File: src/rtl/mux_sel_sequencer_pkg.sv
// Shared types and constants for the mux select sequencer.
// Holds the 2-bit state encoding, the counter width and the state-to-select map.
package mux_sel_sequencer_pkg;

    localparam int CNT_W = 8;

    typedef enum logic [1:0] {
        S_A      = 2'd0,
        S_ARM    = 2'd1,
        S_B      = 2'd2,
        S_DISARM = 2'd3
    } state_t;

    typedef struct packed {
        logic sel_b1;
        logic sel_b2;
        logic busy;
    } sel_t;

    // Select pair and busy flag that each state presents to the mux.
    function automatic sel_t state_outputs(input state_t s);
        sel_t o;
        o = '0;
        case (s)
            S_A:      o = '{sel_b1: 1'b0, sel_b2: 1'b0, busy: 1'b0};
            S_ARM:    o = '{sel_b1: 1'b1, sel_b2: 1'b0, busy: 1'b1};
            S_B:      o = '{sel_b1: 1'b1, sel_b2: 1'b1, busy: 1'b0};
            S_DISARM: o = '{sel_b1: 1'b1, sel_b2: 1'b0, busy: 1'b1};
            default:  o = '0;
        endcase
        return o;
    endfunction

endpackage

File: src/rtl/mux_sel_sequencer_if.sv
// Request/select bundle between the requesting logic and the sequencer.
// master = requester (drives req_b), slave = sequencer (drives selects).
interface mux_sel_sequencer_if;

    logic       req_b;
    logic       sel_b1;
    logic       sel_b2;
    logic       busy;
    logic [7:0] switch_count;

    modport master (
        output req_b,
        input  sel_b1,
        input  sel_b2,
        input  busy,
        input  switch_count
    );

    modport slave (
        input  req_b,
        output sel_b1,
        output sel_b2,
        output busy,
        output switch_count
    );

endinterface

File: src/rtl/mux_sel_sequencer_req_debounce.sv
// Level debouncer: dout follows din only after din has differed from dout
// on DEB_CYCLES consecutive rising edges; any return to dout restarts the count.
module req_debounce
    import mux_sel_sequencer_pkg::*;
#(
    parameter int DEB_CYCLES = 4
) (
    input  logic clk,
    input  logic areset,
    input  logic din,
    output logic dout
);

    localparam logic [CNT_W-1:0] DEB_LAST = CNT_W'(DEB_CYCLES - 1);

    logic [CNT_W-1:0] deb_cnt;

    // Count consecutive disagreeing samples; accept the new level on the last one.
    always_ff @(posedge clk or posedge areset) begin
        if (areset) begin
            deb_cnt <= '0;
            dout    <= 1'b0;
        end else if (din != dout) begin
            if (deb_cnt == DEB_LAST) begin
                dout    <= din;
                deb_cnt <= '0;
            end else begin
                deb_cnt <= deb_cnt + 1'b1;
            end
        end else begin
            deb_cnt <= '0;
        end
    end

endmodule

File: src/rtl/mux_sel_sequencer.sv
// Break-before-make sequencer for the two mux selects of the 2-to-1 source mux.
// Optional switchover counter enabled by defining MUX_SEL_SWCOUNT_EN.
//
// state    | meaning
// ---------+-----------------------------------------------
// S_A      | source a routed, both selects low
// S_ARM    | sel_b1 high, waiting ARM_CYCLES before sel_b2
// S_B      | source b routed, both selects high
// S_DISARM | sel_b2 dropped, waiting ARM_CYCLES before sel_b1
module mux_sel_sequencer
    import mux_sel_sequencer_pkg::*;
#(
    parameter int DEB_CYCLES = 4,
    parameter int ARM_CYCLES = 2
) (
    input  logic                 clk,
    input  logic                 areset,
    mux_sel_sequencer_if.slave   bus
);

    localparam logic [CNT_W-1:0] ARM_LAST = CNT_W'(ARM_CYCLES - 1);

    logic             req_db;
    state_t           state_q;
    state_t           state_d;
    logic [CNT_W-1:0] arm_cnt_q;
    logic [CNT_W-1:0] arm_cnt_d;
    sel_t             sel_q;

    req_debounce #(
        .DEB_CYCLES (DEB_CYCLES)
    ) u_req_debounce (
        .clk    (clk),
        .areset (areset),
        .din    (bus.req_b),
        .dout   (req_db)
    );

    // Next-state and phase timer; an abort or re-make wins over the timer.
    always_comb begin
        state_d   = state_q;
        arm_cnt_d = arm_cnt_q;
        case (state_q)
            S_A: begin
                if (req_db) begin
                    state_d   = S_ARM;
                    arm_cnt_d = '0;
                end
            end
            S_ARM: begin
                if (!req_db) begin
                    state_d = S_A;
                end else if (arm_cnt_q == ARM_LAST) begin
                    state_d = S_B;
                end else begin
                    arm_cnt_d = arm_cnt_q + 1'b1;
                end
            end
            S_B: begin
                if (!req_db) begin
                    state_d   = S_DISARM;
                    arm_cnt_d = '0;
                end
            end
            S_DISARM: begin
                if (req_db) begin
                    state_d = S_B;
                end else if (arm_cnt_q == ARM_LAST) begin
                    state_d = S_A;
                end else begin
                    arm_cnt_d = arm_cnt_q + 1'b1;
                end
            end
            default: begin
                state_d   = S_A;
                arm_cnt_d = '0;
            end
        endcase
    end

    // State register; selects are decoded from the next state and registered
    // so the mux sees clean flop outputs rather than decode of state_q.
    always_ff @(posedge clk or posedge areset) begin
        if (areset) begin
            state_q   <= S_A;
            arm_cnt_q <= '0;
            sel_q     <= '0;
        end else begin
            state_q   <= state_d;
            arm_cnt_q <= arm_cnt_d;
            sel_q     <= state_outputs(state_d);
        end
    end

    assign bus.sel_b1 = sel_q.sel_b1;
    assign bus.sel_b2 = sel_q.sel_b2;
    assign bus.busy   = sel_q.busy;

`ifdef MUX_SEL_SWCOUNT_EN
    logic [7:0] switch_count_q;

    // Count completed arm phases only; aborts and re-makes from S_DISARM are excluded.
    always_ff @(posedge clk or posedge areset) begin
        if (areset) begin
            switch_count_q <= 8'd0;
        end else if ((state_q == S_ARM) && (state_d == S_B)) begin
            switch_count_q <= switch_count_q + 8'd1;
        end
    end

    assign bus.switch_count = switch_count_q;
`else
    assign bus.switch_count = 8'd0;
`endif

endmodule

File: src/flat_wrapper.sv
// flat-port wrapper written by rule: the top's interface ports become plain ports
module mux_sel_sequencer_flat import mux_sel_sequencer_pkg::*;
#(
    parameter int DEB_CYCLES = 4,
    parameter int ARM_CYCLES = 2
)
  (clk, areset, bus_req_b, bus_sel_b1, bus_sel_b2, bus_busy, bus_switch_count);
  mux_sel_sequencer_if bus_i ();
  input  logic clk;
  input  logic areset;
  input wire logic [$bits(bus_i.req_b)-1:0] bus_req_b;
  output wire logic [$bits(bus_i.sel_b1)-1:0] bus_sel_b1;
  output wire logic [$bits(bus_i.sel_b2)-1:0] bus_sel_b2;
  output wire logic [$bits(bus_i.busy)-1:0] bus_busy;
  output wire logic [$bits(bus_i.switch_count)-1:0] bus_switch_count;
  assign bus_i.req_b = bus_req_b;
  assign bus_sel_b1 = bus_i.sel_b1;
  assign bus_sel_b2 = bus_i.sel_b2;
  assign bus_busy = bus_i.busy;
  assign bus_switch_count = bus_i.switch_count;
  mux_sel_sequencer #(.DEB_CYCLES(DEB_CYCLES), .ARM_CYCLES(ARM_CYCLES)) u_core (.clk(clk), .areset(areset), .bus(bus_i));
endmodule
File: config.mk
export PLATFORM = sky130hd
export DESIGN_NAME = mux_sel_sequencer_flat
export DESIGN_NICKNAME = d
export VERILOG_FILES = /design/src/rtl/mux_sel_sequencer_pkg.sv /design/src/rtl/mux_sel_sequencer_if.sv /design/src/rtl/mux_sel_sequencer_req_debounce.sv /design/src/rtl/mux_sel_sequencer.sv /design/src/flat_wrapper.sv
export SDC_FILE = /design/constraint.sdc
export NUM_CORES = 1
export LEC_CHECK = 0
export BUFFER_PORTS_ARGS = -buffer_cell sky130_fd_sc_hd__buf_4
export CORE_MARGIN = 3
export CORE_UTILIZATION = 34
export DETAILED_ROUTE_END_ITERATION = 16
export PLACE_DENSITY = 0.52
export SLEW_MARGIN = 0
export SYNTH_ARGS = -nofsm -noshare
export SYNTH_HDL_FRONTEND = slang
export SYNTH_HIERARCHICAL = 1
export SYNTH_SLANG_ARGS = --single-unit
File: constraint.sdc
create_clock -name clk -period 1.75 [get_ports clk]
set_input_delay 0.2625 -clock clk [delete_from_list [all_inputs] [get_ports clk]]
set_output_delay 0.2625 -clock clk [all_outputs]
set_load 0.1 [all_outputs]
**Word level (Yosys, flattened, before mapping)**

Cells that the tools add are included.
W data, S select, Z words.

- Output and inout port bits: 11
- Logic and storage cells: 43
- Bits of input ports: 3
- Flip-flop bits (word level): 22

- Reductions and logical operators: 5
- Add/subtract/negate cells: 2
- Equality and inequality tests: 13
- Muxes and demuxes: 16

Operators by type and width:

| cell | number |
|---|---|
| $mux W8 | 7 |
| $pmux W8 S4 | 1 |
| $add A8 B1 Y8 const B | 2 |
| $mux W2 | 6 |
| $pmux W3 S3 | 1 |
| $eq A2 B2 Y1 const B | 4 |
| $eq A8 B1 Y1 const B | 1 |
| $eq A8 B2 Y1 const B | 1 |
| $ne A2 B2 Y1 const B | 4 |
| $pmux W2 S4 | 1 |
| $eq A2 B1 Y1 const B | 2 |
| $logic_not A2 Y1 | 2 |
| $reduce_and A4 Y1 | 1 |
| $reduce_and A2 Y1 | 1 |
| $reduce_or A2 Y1 | 1 |
| $ne A1 B1 Y1 | 1 |

**Longest topological paths before layout**

Gate-level depths: netlist (run 1).

- Depth after elaboration: 7
- Mapped depth: 6
- Mapped depth without buffers: 5

**By module**

The synthesis (run 1) kept the hierarchy.

By module, submodules not included:

| module | times used | cells each | seq. area each (sq um) | area an instance (sq um) |
|---|---|---|---|---|
| mux_sel_sequencer | 1 | 70 | 325.3 | 716.9 |
| req_debounce | 1 | 43 | 225.2 | 446.7 |

**Worst setup path before layout (run 1)**

No wires, ideal clock.

- Kind: register to register
- Start point: reg u_core.arm_cnt_q[4]
- End point: reg u_core.arm_cnt_q[4]
- Buffers on the path: 1
- Stages on the path, launching flop included: 5
- Required time: 1628 ps
- Slack: 294 ps
- Library setup time: 122 ps
- Clock period less this slack: 1456 ps
- Arrival time: 1335 ps
- Path through: dfrtp_1 -> nor4_2 -> a41oi_2 -> buf_6 -> a32o_1

- Cells in the longest elaborated chain, start to end: 4
- Elaborated cells on any way between the ends: 6
- Classes of those cells: 1 x add/sub; 1 x eq/ne; 4 x mux

RTL lines:

| item | line | RTL |
|---|---|---|
| start, declared | mux_sel_sequencer.sv:26 | `logic [CNT_W-1:0] arm_cnt_q;` |
| start signal, assigned | mux_sel_sequencer.sv:90 | `arm_cnt_q <= arm_cnt_d;` |
| $add A8 B1 Y8 or $eq A8 B1 Y1 (tied branches) | -- |  |
| $mux W8 (*) | mux_sel_sequencer.sv:53, mux_sel_sequencer.sv:68 |  |
| $mux W8 (on tied branches) | mux_sel_sequencer.sv:66, mux_sel_sequencer.sv:51 |  |
| $pmux W8 S4 (*) | mux_sel_sequencer.sv:43 | `case (state_q)` |

Every way passes the cells marked *; elsewhere a longest branch is shown, timed or not. The select of a mux whose other input is x is not followed.
A chain may end at the register's enable or synchronous reset.

**Worst setup path after layout (run 1)**

- Start point: reg u_core.arm_cnt_q[0]
- End point: reg u_core.arm_cnt_q[5]

Same word-level chain as after synthesis.

==> flow_metrics.env, run 1 <==
export IMPL_hold_path_endpoint="u_core/u_req_debounce/dout"
export IMPL_drt_wirelength_per_cell_um=11.5
export IMPL_remaining_drc_errors=0
export IMPL_clock_latency_on_the_worst_skew_pair_ns=0.31
export IMPL_wirelength_um=1940
export IMPL_synth_seq_area_share=0.473
export IMPL_timing_slew_headroom=0.663
export IMPL_p_clk_frac=0.175
export IMPL_timing_fmax_mhz=632
export IMPL_timing_setup_critical_path_class="reg -> reg"
export IMPL_route_detailed_vias_per_inst=4.85
export IMPL_design_core_area_um2=3150
export IMPL_fin_skew_ns=0.0173
export IMPL_final_period_utilization=0.904
export IMPL_ys_ff_latch=22
export IMPL_critical_path_max_stage_delay_ns=0.44
export IMPL_antenna_left=0
export IMPL_postSynthCellCount=113
export IMPL_power_sequential_fraction=0.337
export IMPL_cts_htree_levels=1
export IMPL_route_vias_total=819
export IMPL_remaining_global_route_overflow=0
export IMPL_p_leak_nw=0.597
export IMPL_grt_antenna_before_repair=0
export IMPL_nNetsFinal=133
export IMPL_finalHoldViolations=0
export IMPL_power_net_switching_mw=0.975
export IMPL_setup_reg_to_reg_worst_slack_ns=0.17
export IMPL_ir_drop_uv=750
export IMPL_path_clk_slew_ns=0.14
export IMPL_floorplan_die_width_um=64.5
export IMPL_power_density_nw_per_um2=1690
export IMPL_cts_buffers=3
export IMPL_r2r_cells=4
export IMPL_postSynth_asyncResetShare=1.00
export IMPL_outcome="finished clean"
export IMPL_worstHoldStart="bus_req_b"
export IMPL_finish_utilization=0.417
export IMPL_synth_enable_flop_cells=0
export IMPL_arrival_time_worst_endpoint_ns=1.78
export IMPL_cts_root_to_sink_buffers=2
export IMPL_worst_path_maximum_fanout=7
export IMPL_timing_hold_worst_class="in -> reg"
export IMPL_setup_violations_final=0
export IMPL_io_pins=14
export IMPL_worst_r2r_start="u_core/arm_cnt_q[0]"
export IMPL_finalWeightedCongestion=0.745
export IMPL_endpoint_of_the_worst_register_to_register_path="u_core/arm_cnt_q[5]"
export IMPL_grt_use_total=0.107
export IMPL_timing_critical_path_from_type="flip-flop"
export IMPL_synth_warning_count=6
export IMPL_cts_root_buf="sky130_fd_sc_hd__clkbuf_4"
export IMPL_die_area_um2=4160
export IMPL_cp_data_required_time_ns=1.95
export IMPL_cap_viol_max_count=0
export IMPL_finalMaxSlewViolations=0
export IMPL_min_delay_path_depth=2
export IMPL_synthDistinctLibCells=37
export IMPL_switching_share=0.438
export IMPL_fp_row_count=20
export IMPL_fin_setup_tns_ns=0
export IMPL_area_growth_syn_to_layout_pct=13.1
export IMPL_mappedNetlistArea_um2=1160
export IMPL_wire_length_of_the_first_global_routing_pass_um=3550
export IMPL_n_antenna_cell=0
export IMPL_total_number_of_clock_tree_sinks=22
export IMPL_cp_cell_sequence="ha_1, a41oi_2, a21bo_2, a32o_1"
export IMPL_timing_final_crit_period_ns=1.58
export IMPL_grt_max_degree=14
export IMPL_starting_drc_count_in_detailed_routing=82
export IMPL_layout_drive_gt1_share=0.176
export IMPL_worstSetupEndpointType="flip-flop"
export IMPL_p_int_mw=1.25
export IMPL_slew_at_the_pin_closest_to_its_max_slew_limit_ns=0.505
export IMPL_synth_flop_cell="sky130_fd_sc_hd__dfrtp_1"
export IMPL_via_count_of_the_first_global_routing_pass=788
export IMPL_count_of_input_and_output_buffers=5
export IMPL_post_dp_hpwl_um=1460
export IMPL_die_height_um=64.5
export IMPL_pwr_share_comb=0.488
export IMPL_tritoncts="done"
export IMPL_grt_setup_unrepaired="no"
export IMPL_firstDrtPassIters=4
export IMPL_mostFrequentLayoutCell="sky130_fd_sc_hd__dfrtp_1"
export IMPL_syn_avg_cell_area_um2=10.3
export IMPL_layout_common_cells="sky130_fd_sc_hd__dfrtp_1 (22), sky130_fd_sc_hd__buf_4 (10), sky130_fd_sc_hd__nand2_1 (10), sky130_fd_sc_hd__nand3_1 (8), sky130_fd_sc_hd__conb_1 (8)"
export IMPL_critical_path_slowest_cell="sky130_fd_sc_hd__dfrtp_1"
export IMPL_start_util=0.369
## stage by stage
step | instance area [um^2] | setup slack (ns) | cells | power [mW] | hold slack, ns
floorplan | 1190 | 0.294 | 120 | 1.61 | 0.0904
global placement | 1240 | 0.212 | 164 | 1.84 | 0.271
detailed placement | 1240 | 0.163 | 164 | 1.85 | 0.264
CTS | 1310 | 0.135 | 169 | 2.24 | 0.178
global route | 1320 | 0.0516 | 169 | 2.42 | 0.160
finish | 1320 | 0.168 | 169 | 2.23 | 0.187
## metal layers
metal	GRT usage	part of all wire	vias up
li1	-	-	405
met1	0.146	0.51	392
met2	0.161	0.43	20
met3	0.0381	0.049	2
met4	0.0264	0.0067	0
met5	0	0	-
## logic make-up after synthesis
family                   share of synthesized area
XOR/XNOR                                    0.0376
AND/OR/NAND/NOR                              0.190
multiplexers                                0.0280
other                                      0.00322
buffers and inverters                       0.0871
flip-flops                                   0.473
AO/OA/AOI/OAI                                0.138
adder cells (fa/ha/maj)                     0.0430
## critical path: cells and delay by family (launching register included)
kind	cells	cell delay (ns)
flip-flops	1	0.44
AO/OA/AOI/OAI	3	0.80
adder cells (fa/ha/maj)	1	0.26
## worst max path at each step
stage                         from                  end  slack [ns]  cells past startpoint
2_1_floorplan  u_core/arm_cnt_q[4]  u_core/arm_cnt_q[4]        0.29                      4
3_3_place_gp   u_core/arm_cnt_q[0]  u_core/arm_cnt_q[5]        0.21                      4
3_5_place_dp   u_core/arm_cnt_q[4]  u_core/arm_cnt_q[1]        0.16                      5
4_1_cts        u_core/arm_cnt_q[4]  u_core/arm_cnt_q[1]        0.14                      5
5_1_grt        u_core/arm_cnt_q[4]  u_core/arm_cnt_q[1]        0.05                      5
6_report       u_core/arm_cnt_q[0]  u_core/arm_cnt_q[5]        0.17                      4
## layout make-up
| class | count | area [um^2] |
|---|---|---|
| Clock buffer | 3 | 22.5 |
| Tap cell | 44 | 55.1 |
| Inverter | 7 | 26.3 |
| Sequential cell | 22 | 551 |
| Clock inverter | 1 | 30.0 |
| Timing Repair Buffer | 11 | 85.1 |
| Multi-Input combinational cell | 81 | 547 |
| Fill cell | 325 | 1840 |
## synthesized netlist by cell type, types with 3 or more instances
| cell | n | area (um^2) |
|---|---|---|
| sky130_fd_sc_hd__buf_4 | 8 | 60.1 |
| sky130_fd_sc_hd__dfrtp_1 | 22 | 551 |
| sky130_fd_sc_hd__ha_1 | 4 | 50.1 |
| sky130_fd_sc_hd__inv_1 | 7 | 26.3 |
| sky130_fd_sc_hd__nand2_1 | 10 | 37.5 |
| sky130_fd_sc_hd__nand3_1 | 8 | 40.0 |
| sky130_fd_sc_hd__nor2_1 | 7 | 26.3 |
| sky130_fd_sc_hd__o211ai_1 | 3 | 22.5 |
| sky130_fd_sc_hd__o21ai_0 | 5 | 25.0 |
| sky130_fd_sc_hd__or3_1 | 3 | 18.8 |
| sky130_fd_sc_hd__xnor2_1 | 3 | 26.3 |
## state kept, by name (all words and copies together) (netlist names)
register and count:
u_core/u_req_debounce/dout 1, u_core/arm_cnt_q 8, u_core/bus.sel_b1 1, u_core/state_q 2, u_core/u_req_debounce/deb_cnt 8, u_core/bus.sel_b2 1, u_core/bus.busy 1
## timing repair
action | in CTS | in global routing
hold endpoints to repair | 22 | 0
setup endpoints to repair | 0 | 2
hold buffers | 1 | 0
buffers inserted | 0 | 0
gates resized for setup | 0 | 1
## power groups by stage
stage / clock, mW / sequential (mW) / combinational [mW]
6_report: 0.391 / 0.750 / 1.09
5_1_grt: 0.436 / 0.774 / 1.21
4_1_cts: 0.404 / 0.751 / 1.09
3_5_place_dp: 0 / 0.763 / 1.08
3_3_place_gp: 0 / 0.763 / 1.08
2_1_floorplan: 0 / 0.981 / 0.631
Note: power is estimated with default switching activity, not from simulation.
==> run 2: changes to the inputs <==
ABC_AREA = 0   (was not set)
TNS_END_PERCENT = 5   (was not set)
clock period = 1.7 ns   (was 1.75 ns; I/O delays follow)
==> run 2 against run 1 <==
- register-to-register slack worse by 0.06 ns
- total power is 3.6% higher
- final cell count is 0.59% higher
- clock power is 2% higher
- fmax is 0.32% lower
- combinational power is 4% higher
- clock skew is 0.0071 ns lower
- first-iteration DRC count is 61% lower
- worst setup slack worse by 0.055 ns
- worst hold slack better by 0.018 ns
- largest cell class unchanged
- largest power group unchanged
==> flow_metrics.env, run 2 (synthesis results as in run 1) <==
export IMPL_io_pins=14
export IMPL_largest_registers="u_core/arm_cnt_q (8), u_core/u_req_debounce/deb_cnt (8), u_core/state_q (2)"
export IMPL_floorplan_die_width_um=64.5
export IMPL_timing_critical_path_from_type="flip-flop"
export IMPL_cts_root_to_sink_buffers=2
export IMPL_die_area_um2=4160
export IMPL_antenna_left=0
export IMPL_post_cts_repair_setup_buffers=0
export IMPL_ctsResizeCount=0
export IMPL_timing_hold_worst_class="in -> reg"
export IMPL_final_period_utilization=0.933
export IMPL_starting_drc_count_in_detailed_routing=32
export IMPL_finish_utilization=0.417
export IMPL_mostFrequentLayoutCell="sky130_fd_sc_hd__dfrtp_1"
export IMPL_finalWeightedCongestion=0.719
export IMPL_nNetsFinal=134
export IMPL_via_count_of_the_first_global_routing_pass=756
export IMPL_post_dp_hpwl_um=1530
export IMPL_ir_drop_uv=481
export IMPL_slew_at_the_pin_closest_to_its_max_slew_limit_ns=0.513
export IMPL_final_setup_worst_slack_ns=0.113
export IMPL_arrival_time_worst_endpoint_ns=1.78
export IMPL_grt_setup_unrepaired="no"
export IMPL_power_density_nw_per_um2=1750
export IMPL_top_usage_layer="met2"
export IMPL_layout_drive_gt1_share=0.183
export IMPL_finalMaxSlewViolations=0
export IMPL_cts_root_buf="sky130_fd_sc_hd__clkbuf_4"
export IMPL_remaining_drc_errors=0
export IMPL_total_number_of_clock_tree_sinks=22
export IMPL_grt_antenna_before_repair=0
export IMPL_route_vias_total=821
export IMPL_timing_setup_critical_path_class="reg -> reg"
export IMPL_path_clk_slew_ns=0.13
export IMPL_clock_latency_on_the_worst_skew_pair_ns=0.31
export IMPL_grt_use_met2=0.170
export IMPL_globalRouteMet3Util=0.0208
export IMPL_cap_viol_max_count=0
export IMPL_timing_final_crit_period_ns=1.59
export IMPL_count_of_input_and_output_buffers=5
export IMPL_area_growth_syn_to_layout_pct=13.0
export IMPL_worstSetupEndpointType="flip-flop"
export IMPL_n_antenna_cell=0
export IMPL_wire_length_of_the_first_global_routing_pass_um=3550
export IMPL_fin_skew_ns=0.0103
export IMPL_route_detailed_vias_per_inst=4.83
export IMPL_cts_buffers=3
export IMPL_fin_setup_tns_ns=0
export IMPL_grt_use_total=0.111
export IMPL_finalHoldViolations=0
export IMPL_placement_setup_worst_slack_ns=0.139
export IMPL_remaining_global_route_overflow=0
export IMPL_layout_common_cells="sky130_fd_sc_hd__dfrtp_1 (22), sky130_fd_sc_hd__buf_4 (11), sky130_fd_sc_hd__nand2_1 (10), sky130_fd_sc_hd__nand3_1 (8), sky130_fd_sc_hd__conb_1 (8)"
export IMPL_fp_row_count=20
export IMPL_setup_violations_final=0
export IMPL_firstDrtPassIters=4
export IMPL_outcome="finished clean"
export IMPL_wirelength_um=2090
export IMPL_p_leak_nw=0.595
export IMPL_design_core_area_um2=3150
export IMPL_timing_slew_headroom=0.658
export IMPL_setup_reg_to_reg_worst_slack_ns=0.11
export IMPL_timing_fmax_mhz=630
export IMPL_cts_htree_levels=1
export IMPL_worst_path_maximum_fanout=5
export IMPL_tritoncts="done"
export IMPL_met1_usage=0.152
export IMPL_total_chip_power_mw=2.31
export IMPL_grt_max_degree=14
export IMPL_cp_data_required_time_ns=1.90
export IMPL_start_util=0.369
export IMPL_drt_wirelength_per_cell_um=12.3
export IMPL_die_height_um=64.5
## run 2: layout make-up
type                    instances  area [um^2]
clock inverters                 1         30.0
repair buffers                 12         92.6
well taps                      44         55.1
fillers                       312         1840
clock buffers                   3         22.5
multi-input cells              81          538
flip-flops and latches         22          551
inverters                       7         26.3
## run 2: stage by stage
stage	std cells	hold WS, ns	cell area [um^2]
2_1_floorplan	120	0.0829	1190
3_3_place_gp	165	0.261	1250
3_5_place_dp	165	0.263	1250
4_1_cts	170	0.187	1320
5_1_grt	170	0.185	1320
6_report	170	0.205	1320
## run 2: worst paths after layout
kind	depth (start not counted)	endpoint	start
hold / removal	2	u_core/u_req_debounce/dout	bus_req_b
setup reg to reg	4	u_core/state_q[1]	u_core/arm_cnt_q[4]
min in group asynchronous	3	u_core/u_req_debounce/deb_cnt[5]	areset
hold reg to reg	1	u_core/arm_cnt_q[0]	u_core/arm_cnt_q[0]
setup / recovery	4	u_core/state_q[1]	u_core/arm_cnt_q[4]
max in group asynchronous	3	u_core/state_q[1]	areset
## run 2: worst max-delay path, stage by stage, from the launching register on
cell and delay [ns]:
sky130_fd_sc_hd__dfrtp_1 0.45, sky130_fd_sc_hd__nor4_2 0.37, sky130_fd_sc_hd__buf_4 0.18, sky130_fd_sc_hd__nand4_1 0.16, sky130_fd_sc_hd__mux2_2 0.31
## run 2: per-layer routing
metal,vias up,part of all wire
li1,410,-
met1,386,0.49
met2,23,0.46
met3,2,0.044
met4,0,0.0091
met5,-,0
## run 2: timing repair
| item | 4_1_cts | 5_1_grt |
|---|---|---|
| hold endpoints to repair | 22 | 0 |
| setup endpoints to repair | 0 | 0 |
| hold buffers | 1 | 0 |
## run 2: report_power, final
group          total, mW  leakage [nW]  switching, mW  internal (mW)
sequential         0.777         0.289          0.118          0.659
combinational       1.13         0.278          0.741          0.393
clock              0.398        0.0279          0.160          0.238
total               2.31         0.595           1.02           1.29
==> run 3: changes to the inputs <==
==> constraint.sdc (replaced) <==
create_clock -name clk -period 1.58 [get_ports clk]
set_input_delay 0.237 -clock clk [delete_from_list [all_inputs] [get_ports clk]]
set_output_delay 0.237 -clock clk [all_outputs]
set_load 0.02 [all_outputs]
==> run 3 against run 2 <==
- sequential cell count stayed put
- sequential power is 7.9% higher
- fmax is 5.5% higher
- largest power group unchanged
- clock power is 7.5% higher
- worst setup slack worse by 0.038 ns
- critical path depth stayed put
- core utilization is 0.75 points higher
- combinational power is 16% lower
- worst hold slack worse by 0.028 ns
==> flow_metrics.env, run 3 (synthesis results as in run 1) <==
export IMPL_outcome="finished clean"
export IMPL_endpoint_of_the_worst_register_to_register_path="u_core/state_q[1]"
export IMPL_arrival_time_worst_endpoint_ns=1.71
export IMPL_critical_path_slowest_cell="sky130_fd_sc_hd__dfrtp_1"
export IMPL_wire_length_of_the_first_global_routing_pass_um=3780
export IMPL_worst_path_stages=4
export IMPL_via_count_of_the_first_global_routing_pass=884
export IMPL_post_dp_hpwl_um=1550
export IMPL_worst_r2r_start="u_core/arm_cnt_q[7]"
export IMPL_design_core_area_um2=3150
export IMPL_remaining_global_route_overflow=0
export IMPL_nNetsFinal=136
export IMPL_floorplan_die_width_um=64.5
export IMPL_total_area_of_multi_input_combinational_cells_um2=547
export IMPL_finalHoldViolations=0
export IMPL_finalWeightedCongestion=0.794
export IMPL_finalMaxSlewViolations=0
export IMPL_finish_utilization=0.425
export IMPL_timing_critical_path_from_type="flip-flop"
export IMPL_globalRouteMet3Util=0.0225
export IMPL_power_sequential_fraction=0.379
export IMPL_starting_drc_count_in_detailed_routing=22
export IMPL_io_pins=14
export IMPL_layout_drive_gt1_share=0.195
export IMPL_setup_reg_to_reg_worst_slack_ns=0.08
export IMPL_largest_registers="u_core/arm_cnt_q (8), u_core/u_req_debounce/deb_cnt (8), u_core/state_q (2)"
export IMPL_antenna_left=0
export IMPL_die_area_um2=4160
export IMPL_remaining_drc_errors=0
export IMPL_layout_common_cells="sky130_fd_sc_hd__dfrtp_1 (22), sky130_fd_sc_hd__buf_4 (13), sky130_fd_sc_hd__nand2_1 (10), sky130_fd_sc_hd__nand3_1 (8), sky130_fd_sc_hd__conb_1 (8)"
export IMPL_path_clk_slew_ns=0.13
export IMPL_seq_area_um2=551
export IMPL_cts_buffers=3
export IMPL_clock_latency_on_the_worst_skew_pair_ns=0.31
export IMPL_die_height_um=64.5
export IMPL_total_number_of_clock_tree_sinks=22
export IMPL_timing_slew_headroom=0.650
export IMPL_grt_antenna_before_repair=0
export IMPL_route_detailed_vias_per_inst=5.01
export IMPL_p_int_mw=1.39
export IMPL_critical_path_max_stage_delay_ns=0.45
export IMPL_placement_setup_worst_slack_ns=0.0646
export IMPL_wirelength_um=2150
export IMPL_power_net_switching_mw=0.824
export IMPL_grt_use_met2=0.202
export IMPL_final_period_utilization=0.952
export IMPL_worstPathBufferInverterCount=1
export IMPL_timing_final_crit_period_ns=1.50
export IMPL_fp_row_count=20
export IMPL_slew_at_the_pin_closest_to_its_max_slew_limit_ns=0.525
export IMPL_timing_setup_critical_path_class="reg -> reg"
export IMPL_fill_cells=305
export IMPL_fin_skew_ns=0.0133
export IMPL_top_usage_layer="met2"
export IMPL_final_setup_worst_slack_ns=0.0753
export IMPL_ir_drop_uv=672
export IMPL_p_leak_nw=0.612
export IMPL_drt_wirelength_per_cell_um=12.5
export IMPL_cp_cell_sequence="nor4_4, buf_4, nand4_1, mux2_2"
export IMPL_critical_path_startpoint="u_core/arm_cnt_q[7]"
export IMPL_worst_path_maximum_fanout=3
export IMPL_count_of_input_and_output_buffers=5
export IMPL_n_antenna_cell=0
export IMPL_cap_viol_max_count=0
export IMPL_power_density_nw_per_um2=1650
export IMPL_fin_setup_tns_ns=0
export IMPL_cts_root_buf="sky130_fd_sc_hd__clkbuf_4"
export IMPL_grt_use_total=0.115
export IMPL_pwr_share_comb=0.427
export IMPL_setup_violations_final=0
export IMPL_timing_hold_worst_class="in -> reg"
export IMPL_timing_critical_path_max_delay_family="simple AND/OR/NAND/NOR gates"
export IMPL_start_util=0.369
export IMPL_cts_root_to_sink_buffers=2
export IMPL_area_growth_syn_to_layout_pct=15.1
export IMPL_route_vias_total=862
export IMPL_crit_end="u_core/state_q[1]"
export IMPL_switching_share=0.373
export IMPL_tritoncts="done"
export IMPL_cts_htree_levels=1
export IMPL_grt_max_degree=14
export IMPL_worstHoldStart="bus_req_b"
export IMPL_met1_usage=0.129
export IMPL_cp_data_required_time_ns=1.79
export IMPL_timing_fmax_mhz=665
export IMPL_mostFrequentLayoutCell="sky130_fd_sc_hd__dfrtp_1"
export IMPL_p_clk_frac=0.193
export IMPL_hold_worst_slack_ns=0.177
export IMPL_firstDrtPassIters=4
export IMPL_total_chip_power_mw=2.21
export IMPL_worstSetupEndpointType="flip-flop"
export IMPL_r2r_cells=4
[run 3: final cells by class]
cell class                      instances  area share
Clock buffer                            3      0.0168
Sequential cell                        22       0.411
Inverter                                7      0.0196
Tap cell                               44      0.0411
Clock inverter                          1      0.0224
Multi-Input combinational cell         81       0.408
Timing Repair Buffer                   14      0.0804
[run 3: stage by stage]
step | instances | area (um^2)
floorplan | 120 | 1190
global placement | 166 | 1260
detailed placement | 166 | 1260
CTS | 171 | 1320
global route | 172 | 1340
finish | 172 | 1340
[run 3: power groups by stage]
stage          Clock [mW]  Combinational, mW  Sequential (mW)
2_1_floorplan           0              0.633            0.880
3_3_place_gp            0              0.928            0.844
3_5_place_dp            0              0.946            0.852
4_1_cts             0.446              0.951            0.837
5_1_grt             0.468               1.05            0.865
6_report            0.428              0.945            0.838
[run 3: worst min path at each step]
stage | to | slack (ns) | depth (start not counted)
4_1_cts | u_core/u_req_debounce/dout | 0.17 | 2
3_3_place_gp | u_core/u_req_debounce/dout | 0.23 | 2
3_5_place_dp | u_core/u_req_debounce/dout | 0.25 | 2
2_1_floorplan | u_core/u_req_debounce/deb_cnt[0] | 0.06 | 1
6_report | u_core/u_req_debounce/dout | 0.18 | 2
5_1_grt | u_core/u_req_debounce/dout | 0.16 | 2
[run 3: per-layer routing]
| layer | share of wire | up-vias |
|---|---|---|
| met5 | 0 | - |
| met2 | 0.48 | 18 |
| met3 | 0.033 | 4 |
| li1 | - | 415 |
| met4 | 0.020 | 0 |
| met1 | 0.46 | 425 |
[run 3: worst reg2reg max path: stages, from the launching register on]
cell and delay (ns):
sky130_fd_sc_hd__dfrtp_1 0.45, sky130_fd_sc_hd__nor4_4 0.30, sky130_fd_sc_hd__buf_4 0.16, sky130_fd_sc_hd__nand4_1 0.17, sky130_fd_sc_hd__mux2_2 0.32
[run 3: what timing repair did]
action,4_1_cts,5_1_grt
buffers inserted,0,1
hold buffers,1,0
endpoints found under the hold margin,22,0
resized for setup,0,1
endpoints found under the setup margin,0,3
